===== src/rtl/fm_axil_reg_slave.sv =====
// -----------------------------------------------------------------------------
// fm_axil_reg_slave
//
// AXI4-Lite slave register bank for the fast-monitor (fm) user logic.
// Single-beat reads and writes are decoded into NUM_REGS 32-bit words:
//   index 0              : ID word (read-only, ID_VALUE)
//   index 1              : live status word (read-only, status_in sampled
//                          at the AR handshake)
//   index 2..NUM_REGS-1  : control registers (read/write, byte strobes)
//
// Ports:
//   aclk, aresetn         clock, synchronous active-low reset
//   s_axi_aw*             write-address channel (awaddr, awvalid, awready)
//   s_axi_w*              write-data channel (wdata, wstrb, wvalid, wready)
//   s_axi_b*              write-response channel (bresp, bvalid, bready)
//   s_axi_ar*             read-address channel (araddr, arvalid, arready)
//   s_axi_r*              read-data channel (rdata, rresp, rvalid, rready)
//   status_in             live status word returned at index 1
//   ctrl_regs             flattened register image, slices 0 and 1 read as 0
//   wr_pulse              one-cycle strobe per accepted control write
//
// Build option:
//   FM_AXIL_DECERR_EN     when defined, out-of-range accesses answer DECERR;
//                         otherwise they answer OKAY (writes dropped, reads 0).
//
// All outputs come straight from flops. Handshake readies are registered
// from the next FSM state so they are low while reset is applied and rise
// on the first edge with aresetn high.
// -----------------------------------------------------------------------------
module fm_axil_reg_slave #(
  parameter int          ADDR_WIDTH = 12,
  parameter int          NUM_REGS   = 16,
  parameter logic [31:0] ID_VALUE   = 32'hF0A1_0001
) (
  input  logic                     aclk,
  input  logic                     aresetn,
  input  logic [ADDR_WIDTH-1:0]    s_axi_awaddr,
  input  logic                     s_axi_awvalid,
  output logic                     s_axi_awready,
  input  logic [31:0]              s_axi_wdata,
  input  logic [3:0]               s_axi_wstrb,
  input  logic                     s_axi_wvalid,
  output logic                     s_axi_wready,
  output logic [1:0]               s_axi_bresp,
  output logic                     s_axi_bvalid,
  input  logic                     s_axi_bready,
  input  logic [ADDR_WIDTH-1:0]    s_axi_araddr,
  input  logic                     s_axi_arvalid,
  output logic                     s_axi_arready,
  output logic [31:0]              s_axi_rdata,
  output logic [1:0]               s_axi_rresp,
  output logic                     s_axi_rvalid,
  input  logic                     s_axi_rready,
  input  logic [31:0]              status_in,
  output logic [32*NUM_REGS-1:0]   ctrl_regs,
  output logic [NUM_REGS-1:0]      wr_pulse
);

  localparam int IW = ADDR_WIDTH - 2;
  localparam int RW = (NUM_REGS > 1) ? $clog2(NUM_REGS) : 1;

  localparam logic [1:0] RESP_OKAY   = 2'b00;
  localparam logic [1:0] RESP_SLVERR = 2'b10;
`ifdef FM_AXIL_DECERR_EN
  localparam logic [1:0] RESP_OOR    = 2'b11;
`else
  localparam logic [1:0] RESP_OOR    = 2'b00;
`endif

  // Byte offset bits carry no meaning for word registers.
  logic unused_addr_lsbs;
  assign unused_addr_lsbs = ^{s_axi_awaddr[1:0], s_axi_araddr[1:0]};

  function automatic logic in_range(input logic [IW-1:0] idx);
    return (32'(idx) < 32'(NUM_REGS));
  endfunction

  function automatic logic is_ctrl(input logic [IW-1:0] idx);
    return in_range(idx) && (32'(idx) >= 32'd2);
  endfunction

  function automatic logic [1:0] wr_resp(input logic [IW-1:0] idx);
    if (!in_range(idx))
      return RESP_OOR;
    else if (!is_ctrl(idx))
      return RESP_SLVERR;
    else
      return RESP_OKAY;
  endfunction

  // ---------------------------------------------------------------------------
  // Write channel FSM
  // ---------------------------------------------------------------------------
  typedef enum logic [1:0] {
    W_IDLE   = 2'd0,
    W_WAIT_D = 2'd1,
    W_WAIT_A = 2'd2,
    W_RESP   = 2'd3
  } wstate_t;

  wstate_t wstate, wstate_nxt;
  logic    aw_hs, w_hs, commit;
  logic    awready_nxt, wready_nxt, bvalid_nxt;

  assign aw_hs = s_axi_awvalid && s_axi_awready;
  assign w_hs  = s_axi_wvalid  && s_axi_wready;

  always_ff @(posedge aclk) begin
    if (!aresetn)
      wstate <= W_IDLE;
    else
      wstate <= wstate_nxt;
  end

  always_comb begin
    wstate_nxt = wstate;
    case (wstate)
      W_IDLE: begin
        if (aw_hs && w_hs)
          wstate_nxt = W_RESP;
        else if (aw_hs)
          wstate_nxt = W_WAIT_D;
        else if (w_hs)
          wstate_nxt = W_WAIT_A;
      end
      W_WAIT_D: if (w_hs)          wstate_nxt = W_RESP;
      W_WAIT_A: if (aw_hs)         wstate_nxt = W_RESP;
      W_RESP:   if (s_axi_bready)  wstate_nxt = W_IDLE;
      default:                     wstate_nxt = W_IDLE;
    endcase
  end

  always_comb begin
    awready_nxt = (wstate_nxt == W_IDLE) || (wstate_nxt == W_WAIT_A);
    wready_nxt  = (wstate_nxt == W_IDLE) || (wstate_nxt == W_WAIT_D);
    bvalid_nxt  = (wstate_nxt == W_RESP);
  end

  always_ff @(posedge aclk) begin
    if (!aresetn) begin
      s_axi_awready <= 1'b0;
      s_axi_wready  <= 1'b0;
      s_axi_bvalid  <= 1'b0;
    end else begin
      s_axi_awready <= awready_nxt;
      s_axi_wready  <= wready_nxt;
      s_axi_bvalid  <= bvalid_nxt;
    end
  end

  // The commit edge is the one on which the last missing handshake lands.
  assign commit = (wstate != W_RESP) && (wstate_nxt == W_RESP);

  // ---------------------------------------------------------------------------
  // Stage p0: hold whichever half of the write arrived first
  // ---------------------------------------------------------------------------
  logic [IW-1:0] aw_idx_p0;
  logic [31:0]   wdata_p0;
  logic [3:0]    wstrb_p0;

  always_ff @(posedge aclk) begin
    if (aw_hs)
      aw_idx_p0 <= s_axi_awaddr[ADDR_WIDTH-1:2];
    if (w_hs) begin
      wdata_p0 <= s_axi_wdata;
      wstrb_p0 <= s_axi_wstrb;
    end
  end

  logic [IW-1:0] cm_idx;
  logic [RW-1:0] cm_ri;
  logic [31:0]   cm_data;
  logic [3:0]    cm_strb;

  always_comb begin
    cm_idx  = aw_hs ? s_axi_awaddr[ADDR_WIDTH-1:2] : aw_idx_p0;
    cm_data = w_hs  ? s_axi_wdata : wdata_p0;
    cm_strb = w_hs  ? s_axi_wstrb : wstrb_p0;
    cm_ri   = cm_idx[RW-1:0];
  end

  // ---------------------------------------------------------------------------
  // Register bank, write response and write strobes
  // ---------------------------------------------------------------------------
  logic [31:0] regs [NUM_REGS];

  always_ff @(posedge aclk) begin
    if (!aresetn) begin
      for (int i = 0; i < NUM_REGS; i++)
        regs[i] <= '0;
      wr_pulse    <= '0;
      s_axi_bresp <= RESP_OKAY;
    end else begin
      wr_pulse <= '0;
      if (commit) begin
        s_axi_bresp <= wr_resp(cm_idx);
        if (is_ctrl(cm_idx)) begin
          for (int k = 0; k < 4; k++)
            if (cm_strb[k])
              regs[cm_ri][8*k +: 8] <= cm_data[8*k +: 8];
          // Strobe fires even with wstrb = 0: the access itself is the event.
          wr_pulse[cm_ri] <= 1'b1;
        end
      end
    end
  end

  always_comb begin
    ctrl_regs = '0;
    for (int i = 2; i < NUM_REGS; i++)
      ctrl_regs[32*i +: 32] = regs[i];
  end

  // ---------------------------------------------------------------------------
  // Read channel FSM
  // ---------------------------------------------------------------------------
  typedef enum logic {
    R_IDLE = 1'b0,
    R_RESP = 1'b1
  } rstate_t;

  rstate_t rstate, rstate_nxt;
  logic    ar_hs;
  logic    arready_nxt, rvalid_nxt;

  assign ar_hs = s_axi_arvalid && s_axi_arready;

  always_ff @(posedge aclk) begin
    if (!aresetn)
      rstate <= R_IDLE;
    else
      rstate <= rstate_nxt;
  end

  always_comb begin
    rstate_nxt = rstate;
    case (rstate)
      R_IDLE:  if (ar_hs)        rstate_nxt = R_RESP;
      R_RESP:  if (s_axi_rready) rstate_nxt = R_IDLE;
      default:                   rstate_nxt = R_IDLE;
    endcase
  end

  always_comb begin
    arready_nxt = (rstate_nxt == R_IDLE);
    rvalid_nxt  = (rstate_nxt == R_RESP);
  end

  always_ff @(posedge aclk) begin
    if (!aresetn) begin
      s_axi_arready <= 1'b0;
      s_axi_rvalid  <= 1'b0;
    end else begin
      s_axi_arready <= arready_nxt;
      s_axi_rvalid  <= rvalid_nxt;
    end
  end

  // ---------------------------------------------------------------------------
  // Read data select and capture
  // ---------------------------------------------------------------------------
  logic [IW-1:0] ar_idx;
  logic [31:0]   rd_word;
  logic [1:0]    rd_code;

  always_comb begin
    ar_idx  = s_axi_araddr[ADDR_WIDTH-1:2];
    rd_word = '0;
    rd_code = RESP_OKAY;
    if (ar_idx == '0)
      rd_word = ID_VALUE;
    else if (ar_idx == IW'(1))
      rd_word = status_in;
    else if (in_range(ar_idx))
      rd_word = regs[ar_idx[RW-1:0]];
    else
      rd_code = RESP_OOR;
  end

  // Captured at the AR edge and held until rready; a same-edge write commit
  // is not visible here because regs still holds the old value.
  always_ff @(posedge aclk) begin
    if (!aresetn) begin
      s_axi_rdata <= '0;
      s_axi_rresp <= RESP_OKAY;
    end else if (ar_hs) begin
      s_axi_rdata <= rd_word;
      s_axi_rresp <= rd_code;
    end
  end

endmodule


===== config.mk =====
export PLATFORM = sky130hd
export DESIGN_NAME = fm_axil_reg_slave
export DESIGN_NICKNAME = d
export VERILOG_FILES = /design/src/rtl/fm_axil_reg_slave.sv
export SDC_FILE = /design/constraint.sdc
export NUM_CORES = 1
export LEC_CHECK = 0
export ABC_AREA = 1
export ABC_CLOCK_PERIOD_IN_PS = 3700
export BUFFER_PORTS_ARGS = -buffer_cell sky130_fd_sc_hd__buf_2
export CORE_ASPECT_RATIO = 1.5
export CORE_MARGIN = 5
export CORE_UTILIZATION = 40
export CTS_CLUSTER_DIAMETER = 60
export CTS_CLUSTER_SIZE = 25
export DETAILED_ROUTE_END_ITERATION = 16
export GPL_TIMING_DRIVEN = 0
export HOLD_SLACK_MARGIN = 0.15
export MAX_ROUTING_LAYER = met4
export PLACE_DENSITY = 0.69
export SYNTH_ARGS = -nofsm -noshare
export SYNTH_HDL_FRONTEND = slang
export SYNTH_SLANG_ARGS = --single-unit

===== constraint.sdc =====
create_clock -name aclk -period 3.7 [get_ports aclk]
set_input_delay 0.37 -clock aclk [delete_from_list [all_inputs] [get_ports aclk]]
set_output_delay 0.37 -clock aclk [all_outputs]
set_load 0.005 [all_outputs]

=== Word level (Yosys, flattened, before mapping) ===
Memory sizes are Yosys's and may differ from the RTL's.
Index checks and enable logic that the tools add are counted.

* Input bits: 99
* Bits in registers: 103
* ROM bits: 0
* Memories: 1
* Output and inout bits: 569
* Bits in latches: 0
* Bits in writable memories: 512

{| class="wikitable"
|+ Memories
! memory !! depth !! bits a word !! read ports !! clocked after memory_dff !! write ports !! line !! source
|-
| regs || 16 || 32 || 15 || 0 || 16 || 185 || <nowiki>logic [31:0] regs [NUM_REGS];</nowiki>
|}

* $add $sub $neg: 0
* $lt $le $gt $ge: 5
* Divide/modulo/power cells: 0
* Mux-type cells: 44
* Equality and inequality tests: 8
* $mul: 0
* Reductions and logical operators: 14
* Shift operators: 0
* Bitwise logic cells: 2

{| class="wikitable"
|+ Operators with widths
! operator !! number
|-
| two-way mux 32 bit || 5
|-
| OR reduction 32 bit || 1
|-
| two-way mux 1 bit || 24
|-
| less-than comparator 10 x 5 -> 1 bit (second input constant) || 2
|-
| two-way mux 2 bit || 8
|-
| two-way mux 4 bit || 3
|-
| equality test 10 x 1 -> 1 bit (second input constant) || 1
|-
| greater-or-equal comparator 10 x 2 -> 1 bit (second input constant) || 1
|-
| zero test 10 bit || 1
|-
| two-way mux 10 bit || 1
|-
| equality test 2 bit (second input constant) || 4
|-
| one-hot mux 2 bit (4 select lines) || 1
|-
| logical AND 1 bit || 7
|-
| less-than comparator 4 x 5 -> 1 bit (second input constant) || 1
|-
| demux 1 bit (select 4 bit) || 1
|-
| equality test 2 x 1 -> 1 bit (second input constant) || 2
|-
| greater-or-equal comparator 4 x 1 -> 1 bit (second input constant) || 1
|-
| zero test 2 bit || 2
|-
| AND reduction 3 bit || 1
|-
| logical OR 1 bit || 2
|-
| != test 2 bit (second input constant) || 1
|-
| NOT 1 bit || 2
|-
| one-hot mux 1 bit (2 select lines) || 1
|}

=== Depth between registers and ports, before layout ===
* Depth after elaboration: 12
* Mapped depth: 16
* Mapped depth without buffers: 13

=== Worst setup path before layout ===
OpenSTA, ideal clock, no wires.

* Path type: register -> register
* Start: register s_axi_awready
* End: memory regs[2][0] (enable)
* Arrival: 1.893 ns
* Path slack: 1.478 ns
* Clock period less this slack: 2.222 ns
* Setup time: 0.329 ns
* Cell stages (with the launch flop): 12
* Path buffers: 3
* Cell sequence: dfxtp_1 nand2_4 buf_6 o21ai_1 nand2_1 nor2_4 nand2_4 nor2_4 buf_12 buf_12 nand3_4 nand2_1

{| class="wikitable"
|+ RTL lines
! item !! line !! source
|-
| from (decl) || 39 || <nowiki>output logic s_axi_awready,</nowiki>
|-
| from (signal assigned) || 145 || <nowiki>s_axi_awready <= awready_nxt;</nowiki>
|-
| to (decl) || 185 ||
|}

==> run metrics <==
fin nets 4013; top fanout value on the critical path 10; met2 Use GR 0.571; IO buf count 593; via/cell ratio 5.35; slew of the pin with the lowest slew margin 1.40 ns; clk_skew 0.0389 ns; CP cell instances nand2_2 -> inv_2 -> clkbuf_1 -> nand2_1 -> nand2_1 -> buf_4 -> nand3_4 -> nand2_1; largest net degree at the start of global routing 27; synthesized area 28700 sq um; Skew-Pair Late Insertion Delay 0.64 ns; CP Data Arrival Time 3.69 ns; Slew Limit Fails 0; CTS tree yes; Initial Utilization 0.403; Yosys cell types 34; number of remaining DRC errors 0; Rel. slew slack 0.0656; Clock Tree Root clkbuf_16; # rows 120; Final HPWL DP 107000 um; Clock Sinks 614; core area 71200 sq um; Top cell by count, worst path nand2_1; drt pass-1 iters 8; M1 GR Usage 0.385; # resized after CTS 0; post-DR wirelength/cell 27.9 um; syn avg cell area 9.24 sq um; die area 77200 sq um; CP max stage cell clkbuf_1; Setup CP Type reg2reg; vias in the first global route 24.7k; endpoints failing setup 0; max frequency 0.292 GHz; global-route wire length before repair 184000 um; vias 26.1k; Post-Synthesis Cells 3100; IO Count 668; Tmin final 3.42 ns; CTS clk-pin slew, worst paths 0.09 ns; initial antenna violation count 7; H-tree Lvls 2; total setup buffers inserted after CTS 0; Top Usage Layer GRT met2; GRT Overall Usage 0.347; Yosys Warn Count 0; Final ANT Viol Nets 0; leakage 16.5 nW; RSZ-0062 raised after global routing no; Hold Vio Cnt, Final 0; CP max stage delay 0.52 ns; Crit path max-delay family simple AND/OR/NAND/NOR gates; share of cells above drive strength 1 0.234; max_cap viols 0; final cycle utilization of the critical path 0.925; outcome finished, final reports clean; #FFs+latches synth 614; WP data required 3.97 ns; Final Wtd Congestion 1.02; Pwr Density 446 nW/um^2; DIE WIDTH 229 um; Die Y-Extent 338 um; critical path endpoint category flop; Min Hold Slack 0.185 ns; Post-Route WL 136000 um; maximum vdd drop 0.351 mV; Clock Tree Buf Depth 3; Syn-to-layout area delta 22.8%; DR iter-0 viols 3219; Final TNS setup 0 ns; worst min-delay path category in2reg; met3 Resource Use GR 0.0850; total gr overflow 0; number of CTS-inserted buffers 41; CP bufs+invs 3; Worst setup SP type flop; sequential area share after synthesis 0.608
## worst paths after layout
kind              startpoint              end  slack (ns)  cells past startpoint
max             s_axi_wready      regs[13][8]        0.28                      8
max reg2reg     s_axi_wready      regs[13][8]        0.28                      8
min            s_axi_awvalid     aw_idx_p0[3]        0.18                      4
min reg2reg  s_axi_rdata[14]  s_axi_rdata[14]        0.47                      2
## area by class of cell
type                            count  area (sq um)
Inverter                          284          1070
Multi-Input combinational cell   2101          9420
Timing Repair Buffer              639          3430
Fill cell                        6833         36000
Buffer                            233          1250
Antenna cell                        7          17.5
Tap cell                          915          1140
Clock inverter                     29           373
Clock buffer                       46          1090
Sequential cell                   614         17400
## worst reg2reg max path, cell delays in order, from the launching register on
cell and delay [ns]:
dfxtp_1 0.36, nand2_2 0.26, inv_2 0.39, clkbuf_1 0.52, nand2_1 0.13, nand2_1 0.33
buf_4 0.39, nand3_4 0.26, nand2_1 0.44
## synthesized netlist by cell type
library cell  number  area (sq um)
nand3_4           40           701
o21ai_0           58           290
o21ai_1           36           180
o21ai_4            1          16.3
nand2_1          952          3570
or2_0              1          6.26
o211ai_1           7          52.6
nand3_2           16           160
buf_1             14          52.6
buf_4             72           541
inv_2              7          26.3
edfxtp_1         512         15400
buf_12             5           100
dfxtp_1          102          2040
buf_6              1          11.3
nor2_2            63           394
a22oi_1           16           120
nand2_2            6          37.5
clkinv_1           1          3.75
nor2_1           462          1730
nor3_1             2          10.0
nor4_1            14          87.6
or2_2             32           200
conb_1             1          3.75
buf_2             11          55.1
nand2_4            2          22.5
a21oi_1           61           305
nor3_2             2          20.0
nand4_1            9          56.3
clkbuf_1         130           488
o21ai_2            1          8.76
nor2_4             2          22.5
inv_1            276          1040
nand3_1          185           926
## repair_timing
item	in CTS	in global routing
endpoints found under the hold margin	53	0
hold buffers	46	0
setup endpoints to repair	0	0
## cells in the final DEF (no fill, tap or decap), types with 40 or more instances in the layout
cell,n
nand2_1,952
buf_2,604
edfxtp_1,512
nor2_1,462
inv_1,276
nand3_1,185
clkbuf_1,133
conb_1,133
dfxtp_1,102
buf_4,72
nor2_2,63
a21oi_1,61
o21ai_0,58
dlygate4sd3_1,46
clkbuf_16,43
nand3_4,40
## stage by stage
stage | utilization | instance area [sq um] | instances | power (mW) | worst slack [ns]
6_report | 0.495 | 35200 | 4868 | 15.7 | 0.278
5_1_grt | 0.495 | 35200 | 4865 | 16.1 | 0.205
4_1_cts | 0.494 | 35200 | 4861 | 15.6 | 0.286
3_5_place_dp | 0.467 | 33300 | 4740 | 10.6 | 0.130
2_1_floorplan | - | 29200 | 3232 | 9.33 | 1.48
3_3_place_gp | 0.467 | 33300 | 4740 | 10.5 | 0.155
## power by group
group / switching [mW] / total, mW / internal [mW]
sequential: 0.203 / 8.02 / 7.81
clock: 2.81 / 5.17 / 2.37
combinational: 1.91 / 2.51 / 0.597
## flip-flops by register name (all words and copies together), names as in the netlist
register and cells:
regs 512, s_axi_bvalid 1, s_axi_rdata 32, wstate 2, s_axi_wready 1, s_axi_bresp 1
s_axi_arready 1, s_axi_rvalid 1, aw_idx_p0 10, s_axi_awready 1, wr_pulse 16, wstrb_p0 4
wdata_p0 32
## logic make-up (layout without fill, tap and decap cells)
group | Yosys count | in the layout | share of synthesized area
AO/OA/AOI/OAI | 180 | 180 | 0.0340
buffers and inverters | 517 | 1231 | 0.0807
flip-flops | 614 | 614 | 0.608
other | 1 | 140 | 0.000131
AND/OR/NAND/NOR | 1788 | 1788 | 0.277
## layer usage
metal	routed length, um	vias to the layer above	part of all wire
li1	-	11400	-
met2	64500	1938	0.48
met4	10700	0	0.079
met3	14800	405	0.11
met5	0	-	0
met1	45700	12300	0.34
(Power assumes the default switching activity.)
